`src/rtl/streaming_pkg.sv`:
```
// Shared constants for the streaming width converter: default geometry and the
// width of the buffered-bit counter.
package streaming_pkg;

    localparam int unsigned DWC_IN_W        = 16;
    localparam int unsigned DWC_OUT_W       = 24;
    localparam int unsigned DWC_FRAME_WORDS = 1024;
    localparam int unsigned FILL_W          = $clog2(DWC_IN_W + DWC_OUT_W + 1);

    function automatic int unsigned fill_width(input int unsigned in_w, input int unsigned out_w);
        return $clog2(in_w + out_w + 1);
    endfunction

endpackage

```
`src/rtl/streaming_dwc.sv`:
```
// Packs an IN_W-bit word stream into OUT_W-bit words LSB-first; the tail of every
// frame is flushed as a zero-padded word so frames never share an output word.
module streaming_dwc
    import streaming_pkg::*;
#(
    parameter int unsigned IN_W        = DWC_IN_W,
    parameter int unsigned OUT_W       = DWC_OUT_W,
    parameter int unsigned FRAME_WORDS = DWC_FRAME_WORDS
) (
    input  logic                             ap_clk,
    input  logic                             ap_rst,
    input  logic [IN_W-1:0]                  in0_V_TDATA,
    input  logic                             in0_V_TVALID,
    output logic                             in0_V_TREADY,
    output logic [OUT_W-1:0]                 out_V_TDATA,
    output logic                             out_V_TVALID,
    input  logic                             out_V_TREADY,
    output logic [$clog2(IN_W+OUT_W+1)-1:0]  fill
);

    localparam int unsigned BUF_W = IN_W + OUT_W;
    localparam int unsigned FW    = fill_width(IN_W, OUT_W);
    localparam int unsigned CNT_W = (FRAME_WORDS > 1) ? $clog2(FRAME_WORDS) : 1;

    localparam logic [FW-1:0]    L_IN   = FW'(IN_W);
    localparam logic [FW-1:0]    L_OUT  = FW'(OUT_W);
    localparam logic [CNT_W-1:0] L_LAST = CNT_W'(FRAME_WORDS - 1);

    if (IN_W == 0 || OUT_W == 0 || FRAME_WORDS == 0) begin : g_param_check
        $error("streaming_dwc: IN_W, OUT_W and FRAME_WORDS must all be non-zero");
    end

    logic [BUF_W-1:0] r_buf;
    logic [FW-1:0]    r_fill;
    logic [CNT_W-1:0] r_frame_cnt;
    logic             r_flush;

    logic             w_in_fire;
    logic             w_out_fire;
    logic [BUF_W-1:0] w_buf_shift;
    logic [BUF_W-1:0] w_buf_next;
    logic [FW-1:0]    w_base;
    logic [FW-1:0]    w_fill_next;
    logic [OUT_W-1:0] w_out_data;

    // Both handshake outputs decode registered state only, so out_V_TREADY never
    // reaches in0_V_TREADY combinationally.
    assign in0_V_TREADY = !r_flush && (r_fill <= L_OUT);
    assign out_V_TVALID = (r_fill >= L_OUT) || (r_flush && (r_fill != '0));
    assign w_in_fire    = in0_V_TVALID && in0_V_TREADY;
    assign w_out_fire   = out_V_TVALID && out_V_TREADY;
    assign out_V_TDATA  = w_out_data;
    assign fill         = r_fill;

    always_comb begin
        w_out_data = '0;
        for (int unsigned i = 0; i < OUT_W; i++) begin
            if (FW'(i) < r_fill) begin
                w_out_data[i] = r_buf[i];
            end
        end
    end

    // The incoming word lands after the outgoing word has been shifted away.
    always_comb begin
        w_buf_shift = r_buf;
        w_base      = r_fill;
        if (w_out_fire) begin
            w_buf_shift = r_buf >> OUT_W;
            w_base      = (r_fill >= L_OUT) ? (r_fill - L_OUT) : '0;
        end
        w_buf_next  = w_buf_shift;
        w_fill_next = w_base;
        if (w_in_fire) begin
            w_buf_next  = w_buf_shift | (BUF_W'(in0_V_TDATA) << w_base);
            w_fill_next = w_base + L_IN;
        end
    end

    always_ff @(posedge ap_clk) begin
        if (ap_rst) begin
            r_buf  <= '0;
            r_fill <= '0;
        end else begin
            r_buf  <= w_buf_next;
            r_fill <= w_fill_next;
        end
    end

    always_ff @(posedge ap_clk) begin
        if (ap_rst) begin
            r_frame_cnt <= '0;
            r_flush     <= 1'b0;
        end else if (w_in_fire) begin
            if (r_frame_cnt == L_LAST) begin
                r_frame_cnt <= '0;
                r_flush     <= 1'b1;
            end else begin
                r_frame_cnt <= r_frame_cnt + 1'b1;
            end
        end else if (w_fill_next == '0) begin
            r_flush <= 1'b0;
        end
    end

endmodule

```
`config.mk`:
```
export PLATFORM = sky130hd
export DESIGN_NAME = streaming_dwc
export DESIGN_NICKNAME = d
export VERILOG_FILES = /design/src/rtl/streaming_pkg.sv /design/src/rtl/streaming_dwc.sv
export SDC_FILE = /design/constraint.sdc
export NUM_CORES = 1
export LEC_CHECK = 0
export CORE_MARGIN = 2
export CORE_UTILIZATION = 52
export CTS_BUF_LIST = sky130_fd_sc_hd__clkbuf_8
export DETAILED_ROUTE_END_ITERATION = 8
export PLACE_DENSITY_LB_ADDON = 0.1
export RECOVER_POWER = 50
export SETUP_SLACK_MARGIN = 0.1
export SKIP_CTS_REPAIR_TIMING = 1
export SLEW_MARGIN = 20
export SYNTH_ARGS = -nofsm -noshare
export SYNTH_HDL_FRONTEND = slang
export SYNTH_SLANG_ARGS = --single-unit
```
`constraint.sdc`:
```
create_clock -name ap_clk -period 2.3 [get_ports ap_clk]
set_input_delay 0.46 -clock ap_clk [delete_from_list [all_inputs] [get_ports ap_clk]]
set_output_delay 0.46 -clock ap_clk [all_outputs]
set_load 0.02 [all_outputs]
```
==> flow_summary.yaml <==
global_routing:
  gr-total-overflow: 0
  grt_max_degree: 26
  use_met2: 0.633
  grt_usage: 0.385
  use_met3: 0.0690
  grt_use_met1: 0.501
  grt_pass1_vias: 4954
  grt_busiest_layer: "met2"
  antenna_found_initial: 1
  grt_pass1_wl_um: 25600
place:
  gp_congestion: 1.05
  port_buffers: 51
  hpwl_um: 12000
  dpl_cell_area_mm2: 0.00569
  dp_slack_ps: -682
sta:
  fin_crit_sh: 1.18
  worst_pin_slew_ps: 653
  fmax_mhz: 368
  setup_ws_ps: -416
  clock_skew_ps: 14.5
  finalSetupViolCount: 56
  slew_headroom: 0.565
  rsz0062_at_grt: "yes"
  final.setup.tns_ps: -11060
  min_period_ps: 2720
  maxSlewViolCount: 0
  hold_viol_final: 0
yosys:
  synthFlopType: "dfxtp_1"
  synth-edff-count: 0
  ys_seq_area_frac: 0.285
  syn_inst: 534
  synth.distinct_cells: 69
  synth-async-reset-ratio: 0
  synth.avg_cell_area_um2: 7.50
  yosys_warnings: 0
  ys_ff_latch: 57
  synth_nets: 556
  syn_area_mm2: 0.00401
run_status:
  violations: "design-rule violations, negative setup slack"
  outcome: "finished with violations"
floorplan:
  dieArea_mm2: 0.00842
  coreArea_mm2: 0.00761
  dieWidth_um: 91.8
  io_pins: 52
  rows: 32
  fp.dieH_um: 91.8
  start_util: 0.526
clocking:
  cts_sinks: 57
  clk_pin_slew_ps: 80
  cts_buffers: 9
  root_buffer: "clkbuf_8"
  cts_tree: "yes"
  htree_levels: 3
  clk_path_buf_depth: 2
  clock_latency_ps: 360
route:
  ant_nets: 0
  totalWireLength_um: 25000
  dr.pass1.iters: 9
  vias: 6491
  drtIter0Drc: 1361
  drc: 2
  wire_per_inst_um: 29.3
  vias_per_cell: 7.63
critical_path:
  required_ps: 2560
  critical_path_class: "flop to flop"
  start_kind: "flop"
  arrival_ps: 2970
  cp-end-kind: "flop"
  critPathMaxFanout: 6
layout:
  drive_above_1_share: 0.465
  synthToLayoutAreaGrowth_pct: 77.8
  layout.nets: 765
  design_area_mm2: 0.00712
pwr:
  powerDensity_mw_per_mm2: 565
  p_total_mw: 4.02
  leakage_nw: 3.07
  ir_worst_vdd_v: 0.000532
worst_hold_path:
  hold_path_class: "flop to flop"
job:
  maxCapViolCount: 0
==> cells in the mapped netlist (9+ instances only) <==
cell      number  area (um^2)
nand2_1       78          293
nor2_1        69          259
dfxtp_1       57         1140
a21oi_1       34          170
clkbuf_1      20         75.1
mux2i_1       20          200
o21ai_0       17         85.1
nor3_1        15         75.1
a221oi_1      13          114
nand3_1       12         60.1
a21boi_0      10         75.1
a31oi_1       10         62.6
buf_2         10         50.1
o32ai_1        9         78.8
or3_1          9         56.3
==> critical path, cell delays in order (launching register included) <==
cell and delay (ps):
dfxtp_4 390, ha_4 140, buf_4 110, nor4b_4 270, buf_4 200, o21ai_2 70, mux2_4 330, buf_6 170
nor2_4 210, nand3_1 220, and4_1 290, a311oi_2 210
==> cells in the final DEF, fill, tap and decap left out, types with 6 or more instances in the layout <==
| cell | instances |
|---|---|
| a21boi_1 | 9 |
| a21oi_1 | 25 |
| a21oi_2 | 9 |
| a221oi_1 | 6 |
| a221oi_2 | 6 |
| a22oi_2 | 6 |
| a31oi_1 | 10 |
| and2_1 | 6 |
| buf_4 | 131 |
| buf_6 | 46 |
| clkbuf_8 | 10 |
| clkdlybuf4s50_1 | 26 |
| dfxtp_1 | 51 |
| dlymetal6s2s_1 | 15 |
| mux2_2 | 6 |
| mux2i_1 | 13 |
| mux2i_4 | 6 |
| nand2_1 | 67 |
| nand2_2 | 6 |
| nand2_4 | 7 |
| nand3_1 | 10 |
| nor2_1 | 54 |
| nor2_2 | 6 |
| nor2_4 | 12 |
| nor2b_1 | 6 |
| nor3_1 | 10 |
| o21ai_0 | 9 |
| o21ai_2 | 12 |
| o32ai_2 | 7 |
==> routing by layer <==
layer	wire length, um	vias to the layer above
met5	0	-
met4	2820	0
met3	3590	336
met2	10400	841
met1	8140	2899
li1	-	2415
==> final timing paths <==
path	start	to	slack, ps	cells past startpoint
max reg2reg	fill[4]$_SDFF_PP0_	r_buf[24]$_SDFF_PP0_	-420	11
min	r_buf[5]$_SDFF_PP0_	r_buf[5]$_SDFF_PP0_	500	2
max	fill[4]$_SDFF_PP0_	r_buf[24]$_SDFF_PP0_	-420	11
min reg2reg	r_buf[5]$_SDFF_PP0_	r_buf[5]$_SDFF_PP0_	500	2
==> final cells by class <==
type	count	area, um^2
tap	102	128
inverter	3	11.3
fill	238	488
sequential	57	1160
timing repair buffer	234	2160
clock buffer	10	138
clock inverter	6	58.8
antenna	1	2.50
multi-input combinational	438	3460
==> registers in the layout, summed over array words and instances, names as in the netlist <==
signal / count
fill: 6
r_buf: 40
r_flush: 1
r_frame_cnt: 10
==> where the power goes <==
part	switching, mW	internal [mW]
registers	0.0890	1.08
logic	1.03	0.816
clock network	0.481	0.522
==> cells by family after synthesis <==
kind of cell               synth area share
AOI/OAI and AO/OA                     0.311
adders and majority gates           0.00625
muxes                                0.0697
and+or+nand+nor                       0.270
DFF                                   0.285
buffers and inverters                0.0453
xor gates and xnor gates             0.0131
==> stage by stage <==
stage	hold WS [ps]	cells	utilization
floorplan	425	534	-
finish	504	851	0.936
global placement	438	798	0.748
CTS	460	814	0.774
global route	517	850	0.936
detailed placement	454	798	0.748
(Power assumes the default switching activity.)
